==> src/rtl/fb_pixel_sink.sv <==
// Pixel sink: queues on-screen pixels from the game datapath and writes them into a linear framebuffer.
// Optional full-frame fill is compiled in with FB_PIXEL_SINK_CLEAR_EN.
module fb_pixel_sink #(
    parameter int unsigned FIFO_DEPTH = 8,
    parameter int unsigned XRES       = 160,
    parameter int unsigned YRES       = 120
) (
    input  logic        clk,
    input  logic        reset,
    input  logic [7:0]  x,
    input  logic [7:0]  y,
    input  logic [23:0] colour,
    input  logic        writeEn,
    input  logic        clear_req,
    input  logic [23:0] clear_colour,
    input  logic        mem_grant,
    output logic        mem_we,
    output logic [14:0] mem_addr,
    output logic [23:0] mem_data,
    output logic        full,
    output logic        overflow,
    output logic [7:0]  drop_count,
    output logic        clear_done
);
    localparam int unsigned PTR_W  = $clog2(FIFO_DEPTH);
    localparam int unsigned CNT_W  = PTR_W + 1;
    localparam int unsigned ADDR_W = 15;
    localparam int unsigned DATA_W = 24;
    localparam logic [CNT_W-1:0] DEPTH_CNT = CNT_W'(FIFO_DEPTH);
    localparam logic [8:0]       XRES_LIM  = 9'(XRES);
    localparam logic [8:0]       YRES_LIM  = 9'(YRES);

    typedef struct packed {
        logic [ADDR_W-1:0] addr;
        logic [DATA_W-1:0] data;
    } pixelEntry_t;

`ifdef FB_PIXEL_SINK_CLEAR_EN
    localparam logic [ADDR_W-1:0] LAST_ADDR = ADDR_W'(XRES * YRES - 1);
    typedef enum logic [1:0] {IDLE, WRITE, CLEAR} state_t;
`else
    typedef enum logic {IDLE, WRITE} state_t;
`endif

    state_t            state, stateNext;
    pixelEntry_t       fifoMem [FIFO_DEPTH];
    pixelEntry_t       pushEntry;
    logic [PTR_W-1:0]  wrPtr, rdPtr;
    logic [CNT_W-1:0]  occ, occNext;
    logic [ADDR_W-1:0] pixAddr;
    logic              onScreen, push, pop;
    logic              memWeNext;
    logic [ADDR_W-1:0] memAddrNext;
    logic [DATA_W-1:0] memDataNext;

    // Linear address; the 160-wide case is two shifts and an add
    if (XRES == 160) begin : gAddrShift
        always_comb pixAddr = (ADDR_W'(y) << 7) + (ADDR_W'(y) << 5) + ADDR_W'(x);
    end else begin : gAddrMul
        always_comb pixAddr = ADDR_W'(ADDR_W'(y) * ADDR_W'(XRES)) + ADDR_W'(x);
    end

    assign onScreen       = ({1'b0, x} < XRES_LIM) && ({1'b0, y} < YRES_LIM);
    assign push           = writeEn && onScreen && !full;
    assign pushEntry.addr = pixAddr;
    assign pushEntry.data = colour;
    assign occNext        = occ + CNT_W'(push) - CNT_W'(pop);

`ifdef FB_PIXEL_SINK_CLEAR_EN
    logic clearPending, pendingNext, clearDoneNext;
`else
    logic unusedClear;
    assign unusedClear = ^{clear_req, clear_colour};
    assign clear_done  = 1'b0;
`endif

    // Next-state and next-output logic
    always_comb begin
        stateNext   = state;
        memWeNext   = mem_we;
        memAddrNext = mem_addr;
        memDataNext = mem_data;
        pop         = 1'b0;
`ifdef FB_PIXEL_SINK_CLEAR_EN
        clearDoneNext = 1'b0;
        pendingNext   = clearPending | clear_req;
`endif
        case (state)
            IDLE: begin
`ifdef FB_PIXEL_SINK_CLEAR_EN
                if (clearPending || clear_req) begin
                    stateNext   = CLEAR;
                    memWeNext   = 1'b1;
                    memAddrNext = '0;
                    memDataNext = clear_colour;
                    pendingNext = 1'b0;
                end else
`endif
                if (occ != '0) begin
                    stateNext   = WRITE;
                    memWeNext   = 1'b1;
                    memAddrNext = fifoMem[rdPtr].addr;
                    memDataNext = fifoMem[rdPtr].data;
                end
            end
            WRITE: begin
                // On accept, load the next head (or a same-cycle push) to keep one write per cycle
                if (mem_grant) begin
                    pop = 1'b1;
                    if (occ > CNT_W'(1)) begin
                        memAddrNext = fifoMem[rdPtr + PTR_W'(1)].addr;
                        memDataNext = fifoMem[rdPtr + PTR_W'(1)].data;
                    end else if (push) begin
                        memAddrNext = pushEntry.addr;
                        memDataNext = pushEntry.data;
                    end else begin
                        stateNext = IDLE;
                        memWeNext = 1'b0;
                    end
                end
            end
`ifdef FB_PIXEL_SINK_CLEAR_EN
            CLEAR: begin
                if (mem_grant) begin
                    if (mem_addr == LAST_ADDR) begin
                        stateNext     = IDLE;
                        memWeNext     = 1'b0;
                        clearDoneNext = 1'b1;
                    end else begin
                        memAddrNext = mem_addr + ADDR_W'(1);
                    end
                end
            end
`endif
            default: begin
                stateNext = IDLE;
                memWeNext = 1'b0;
            end
        endcase
    end

    // State and framebuffer port registers
    always_ff @(posedge clk or negedge reset) begin
        if (!reset) begin
            state    <= IDLE;
            mem_we   <= 1'b0;
            mem_addr <= '0;
            mem_data <= '0;
        end else begin
            state    <= stateNext;
            mem_we   <= memWeNext;
            mem_addr <= memAddrNext;
            mem_data <= memDataNext;
        end
    end

    // Queue pointers, occupancy and status flags
    always_ff @(posedge clk or negedge reset) begin
        if (!reset) begin
            wrPtr      <= '0;
            rdPtr      <= '0;
            occ        <= '0;
            full       <= 1'b0;
            overflow   <= 1'b0;
            drop_count <= '0;
        end else begin
            if (push) wrPtr <= wrPtr + PTR_W'(1);
            if (pop)  rdPtr <= rdPtr + PTR_W'(1);
            occ  <= occNext;
            full <= (occNext == DEPTH_CNT);
            if (writeEn && onScreen && full) overflow <= 1'b1;
            if (writeEn && !onScreen && (drop_count != 8'hFF)) drop_count <= drop_count + 8'd1;
        end
    end

    always_ff @(posedge clk) begin
        if (push) fifoMem[wrPtr] <= pushEntry;
    end

`ifdef FB_PIXEL_SINK_CLEAR_EN
    always_ff @(posedge clk or negedge reset) begin
        if (!reset) begin
            clearPending <= 1'b0;
            clear_done   <= 1'b0;
        end else begin
            clearPending <= pendingNext;
            clear_done   <= clearDoneNext;
        end
    end
`endif

endmodule

==> config.mk <==
export PLATFORM = sky130hd
export DESIGN_NAME = fb_pixel_sink
export DESIGN_NICKNAME = d
export VERILOG_FILES = /design/src/rtl/fb_pixel_sink.sv
export SDC_FILE = /design/constraint.sdc
export NUM_CORES = 1
export LEC_CHECK = 0
export CAP_MARGIN = 20
export CORE_MARGIN = 3
export CORE_UTILIZATION = 45
export DETAILED_ROUTE_END_ITERATION = 7
export GPL_ROUTABILITY_DRIVEN = 0
export GPL_TIMING_DRIVEN = 0
export MAX_ROUTING_LAYER = met4
export PLACE_DENSITY = 0.66
export SLEW_MARGIN = 20
export SYNTH_ARGS = -nofsm -noshare
export SYNTH_HDL_FRONTEND = slang
export SYNTH_SLANG_ARGS = --single-unit
export TNS_END_PERCENT = 10
==> constraint.sdc <==
create_clock -name clk -period 5.7 [get_ports clk]
set_clock_uncertainty 0.2 [all_clocks]
set_input_delay 1.14 -clock clk [delete_from_list [all_inputs] [get_ports clk]]
set_output_delay 1.14 -clock clk [all_outputs]
set_load 0.01 [all_outputs]
# Word-level counts from Yosys, hierarchy flattened
# Memories as Yosys holds them, arrays and structs flattened.
# Index checks and enable logic that the tools add are counted.
word_totals:
  mem_bits_rw: 312
  out_inout_bits: 51
  mem_count: 1
  word_cells: 63
  in_bits: 69
  ff_bits: 61
memory_table:
  columns: ["memory", "depth", "width", "read_ports", "rd_clocked_by_memory_dff", "wr", "line_no", "text"]
  rows:
  - ["fifoMem", 8, 39, 2, 0, 1, "46", "pixelEntry_t fifoMem [FIFO_DEPTH];"]
classes:
  n_reduce_logical: 11
  n_lt_le_gt_ge: 3
  bitwise: 1
  n_eq_ne: 7
  n_mux: 23
  n_addsub: 7
ops:
  columns: ["op", "count"]
  rows:
  - ["24-bit 2-to-1 mux", 4]
  - ["15-bit 2-to-1 mux", 4]
  - ["24-bit case mux with 2 select lines", 1]
  - ["15-bit case mux with 2 select lines", 1]
  - ["15-bit by 13-bit adder with 15-bit output", 1]
  - ["15-bit by 8-bit adder with 15-bit output", 1]
  - ["1-bit 2-to-1 mux", 11]
  - ["8-bit by 1-bit adder with 8-bit output, second input constant", 1]
  - ["8-bit by 7-bit < comparator with 1-bit output, second input constant", 1]
  - ["8-bit < comparator, second input constant", 1]
  - ["2-bit inequality test, second input constant", 4]
  - ["8-bit inequality test, second input constant", 1]
  - ["3-bit by 1-bit adder with 3-bit output, second input constant", 2]
  - ["1-bit logical AND", 6]
  - ["4-bit by 1-bit adder with 4-bit output", 1]
  - ["4-bit == test, second input constant", 1]
  - ["4-bit by 1-bit > comparator with 1-bit output, second input constant", 1]
  - ["1-bit case mux with 2 select lines", 2]
  - ["4-bit AND reduction", 1]
  - ["4-bit nonzero test", 1]
  - ["4-bit by 1-bit subtractor with 4-bit output", 1]
  - ["3-bit by 1-bit inequality test with 1-bit output, second input constant", 1]
  - ["3-bit AND reduction", 1]
  - ["1-bit zero test", 2]
  - ["1-bit inverter", 1]

# Depth between registers and ports, before layout
logic_depth:
  word_depth: 8
  mapped_depth: 11
  ltp_nobuf: 11

# Worst setup path after synthesis
# No wires, ideal clock.
synth_path:
  path_kind: "input port to flip-flop"
  start: "in y[3]"
  end: "mem fifoMem[2][0] in the netlist's numbering (enable)"
  cell_stages: 4
  arrival_ps: 5914
  required_time_ps: 4954
  setup_slack_ps: -960
  n_path_buf: 0
  cell_sequence: "a41o_1 > nor3_4 > inv_2 > nor4b_1"
synth_between:
  elab_chain_cells: 6
synth_rtl:
  columns: ["element", "line_no", "text"]
  rows:
  - ["start, declared", "11", "input logic [7:0] y,"]
  - ["8-bit by 7-bit < comparator with 1-bit output", "63", "assign onScreen = ({1'b0, x} < XRES_LIM) && ({1'b0, y} < YRES_LIM);"]
  - ["1-bit logical AND", "63", null]
  - ["1-bit logical AND (2 in series)", "64", "assign push = writeEn && onScreen && !full;"]
  - ["1-bit 2-to-1 mux", "177", "if (push) fifoMem[wrPtr] <= pushEntry;"]
  - ["1-bit 2-to-1 mux (implied by the code)", "177", null]
  - ["end, declared", "46", null]
# Every way passes these cells.

# Worst setup path in the final report
layout_path:
  start: "in y[7]"
  end: "mem fifoMem[4][16] in the netlist's numbering (enable)"
# Same word-level chain as after synthesis.

==> results.py <==
metrics = {
    "synthesis": {
        "netlist_area_um2": 17800,
        "syn_inst": 1074,
        "syn-num-nets": 1169,
        "muxShareOfSynthArea_pct": 23.80,
        "yosys.area_share.simple_pct": 4.597,
        "synth_edf_count": 312,
        "ys_warn_count": 0,
        "synth_seq_cells": 373,
        "synth_adder_area_share_pct": 1.954,
        "avgSynthCellArea_um2": 16.57,
        "synth-compound-area-share_pct": 4.653,
        "synth-xor-area-share_pct": 1.075,
        "ys_async_sr_fraction_pct": 16.35,
        "synthFlopType": "edfxtp_1",
        "yosysSeqAreaShare_pct": 61.21,
        "ys_types": 54,
        "synth_top_family_by_area": "multiplexers",
    },
    "detailed_routing": {
        "ant_nets": 0,
        "dr_wl_met3_mm": 3.524,
        "routed_wl_mm": 47.31,
        "routed_via_density": 6.044,
        "wl_met2_mm": 22.91,
        "top_layer_used": "met4",
        "drt-met1-wl_mm": 19.74,
        "firstDrtPassIters": 5,
        "vias": 10930,
        "first_iter_violations": 1126,
        "routedWlPerCell_um": 26.15,
        "drc": 0,
    },
    "finish": {
        "instances_no_fill": 1809,
        "final_nets": 1355,
        "drive_gt1_share_pct": 25.43,
        "syn2layout_area_growth_pct": 18.99,
        "fin_util_pct": 54.55,
    },
    "sta": {
        "report.final.hold_viol_count": 0,
        "max_freq_mhz": 253.0,
        "whs_ns": 0.2783,
        "fin_crit_ns": 3.953,
        "grt_setup_unrepaired": "false",
        "drv_slew": 0,
        "worst_pin_slew_ns": 0.9421,
        "worst_slew_margin_rel_pct": 37.19,
        "finalSetupViolCount": 0,
        "period_share_pct": 69.35,
    },
    "placed_design": {
        "port_buffers": 93,
        "hpwl_mm": 32.47,
        "dp_cells": 1735,
    },
    "worst_setup_path": {
        "worst_r2r_path_depth": 8,
        "r2r-start": "occ[2]",
        "critPathLaunch": "y[7]",
        "cp-end-kind": "register",
        "cp_max_fo": 7,
        "critPathRequiredTime_ns": 5.74,
        "path_class": "in2reg",
        "cp-start-kind": "primary input",
        "worstPathArrival_ns": 3.99,
    },
    "floorplan": {
        "io_pins": 120,
        "die-area_um2": 41980,
        "chipHeight_um": 204.9,
        "die_x_um": 204.9,
        "core.rowCount": 72,
        "fp.coreArea_um2": 38830,
        "initial_core_util_pct": 45.85,
    },
    "min_path": {
        "min_path_cells": 2,
        "worstHoldStart": "mem_addr[6]",
        "hold_path.class": "reg2reg",
    },
    "clock_network": {
        "cts_resized": 0,
        "htree_levels": 2,
        "cts_buffer_depth": 3,
        "root_buffer": "clkbuf_16",
        "cts_sinks": 373,
        "path_clk_slew_ns": 0.05,
        "cts_setup_buffers": 0,
        "cts_made_buffers": 41,
        "clkLatencyLatePin_ns": 0.54,
        "ctsHoldBuffers": 0,
        "cts_tree": "yes",
    },
    "global_route": {
        "antenna_found_initial": 1,
        "grt_usage_pct": 23.65,
        "grt_overflow_total": 0,
        "first_global_vias": 11170,
        "grt_max_degree": 43,
        "grt_pass1_wl_mm": 71.12,
    },
    "power_and_ir_drop": {
        "switchingPower_mw": 4.131,
        "finalPower_mw": 11.63,
        "power_leakage_nw": 7.428,
        "p_seq_share_pct": 30.1,
        "clkPwrFrac_pct": 22.4,
        "p_comb_share_pct": 47.5,
        "power.density_nw_per_um2": 549.0,
        "cellInternalPower_mw": 7.499,
        "ir_drop_mv": 0.3152,
        "switching_share_pct": 35.52,
    },
    "status": {
        "status": "finished clean",
    },
    "run": {
        "maxCapViolCount": 0,
    },
}
==> worst paths after layout <==
kind | slack [ns] | endpoint
worst min register to register | 0.28 | mem_addr[6]
worst max register to register | 2.58 | mem_addr[5]
max in group asynchronous | 4.42 | mem_addr[5]
min in group asynchronous | 0.32 | mem_data[23]
worst max-delay path | 1.75 | fifoMem[4][16]
worst min-delay path | 0.28 | mem_addr[6]
==> routing by layer <==
metal	up-vias	track usage, %
li1	4662	-
met5	-	-
met1	5701	33.01
met2	492	36.50
met3	79	4.306
met4	0	6.126
==> synthesized netlist by cell type, drive strengths merged, types with 3 or more instances <==
library cell  number  area (um2)
clkbuf            23       86.33
o21ai             69       345.3
a211oi             3       22.52
nor2              42       157.7
xor2               8       77.58
and2               4       25.02
nor3               9       56.31
fa                 3       60.06
a21oi             47       239.0
xnor2             13       113.9
edfxtp           312        9369
nand2b             5       31.28
nand2             97       364.1
nand3              7       35.03
inv               18       67.56
buf               51       325.3
mux2i             70       700.7
a31oi              5       31.28
o211ai             4       30.03
or3                3       18.77
ha                23       287.8
a21o               5       37.54
nand4              7       43.79
nor2b              3       18.77
dfrtp             61        1526
mux4             156        3513
==> sequential cells by signal, summed over array words and instances (netlist names) <==
| signal | cells |
|---|---|
| full | 1 |
| rdPtr | 3 |
| occ | 4 |
| mem_data | 24 |
| drop_count | 8 |
| mem_addr | 15 |
| state | 1 |
| fifoMem | 312 |
| wrPtr | 3 |
| mem_we | 1 |
| overflow | 1 |
==> placed cells by master (no fill, tap or decap), drive strengths merged, types with 47 or more instances in the layout <==
master | synthesis | layout
a21oi | 47 | 47
buf | 51 | 102
clkbuf | 23 | 80
clkdlybuf4s50 | 0 | 92
dfrtp | 61 | 61
edfxtp | 312 | 312
mux2i | 70 | 70
mux4 | 156 | 156
nand2 | 97 | 97
o21ai | 69 | 69
==> cell families (layout without fill, tap and decap cells) <==
family	after synthesis	count (layout)
xor+xnor	21	21
simple gates	186	186
buf+inv	92	308
mux	228	228
fa+ha+maj	26	26
flops	373	373
other cells	1	2
compound gates	147	147
==> power by group through the flow <==
| stage | Clock (mW) | Sequential [mW] | Combinational [mW] |
|---|---|---|---|
| 2_1_floorplan | 0 | 3.59 | 3.75 |
| 3_3_place_gp | 0 | 3.56 | 5.42 |
| 6_report | 2.61 | 3.50 | 5.53 |
| 4_1_cts | 2.64 | 3.50 | 5.58 |
| 3_5_place_dp | 0 | 3.55 | 5.56 |
| 5_1_grt | 2.76 | 3.53 | 5.96 |
==> worst max-delay path: stages <==
cell and delay, ns:
clkdlybuf4s50_1 0.54, a41o_1 0.36, nor3_4 0.35, nand2_1 0.24, nor3_2 0.55, buf_4 0.33, buf_4 0.23, buf_4 0.23
==> metrics by stage <==
| stage | setup TNS (ns) | setup slack (ns) | area, um2 |
|---|---|---|---|
| 6_report | 0 | 1.747 | 21180 |
| 5_1_grt | 0 | 1.649 | 21180 |
| 4_1_cts | 0 | 1.807 | 21180 |
| 3_5_place_dp | 0 | 1.257 | 19880 |
| 3_3_place_gp | -1176.08 | -6.393 | 19390 |
| 2_1_floorplan | -58.94 | -0.9402 | 17810 |
==> cell type report <==
type,instances,area [um2]
clock buffers,57,1116
flip-flops and latches,373,10900
plain buffers,74,411.6
clock inverters,16,186.4
multi-input cells,609,6481
diodes,1,2.502
fillers,3089,17650
repair buffers,143,1373
well taps,518,648.1
inverters,18,67.56
(Power assumes the default switching activity.)
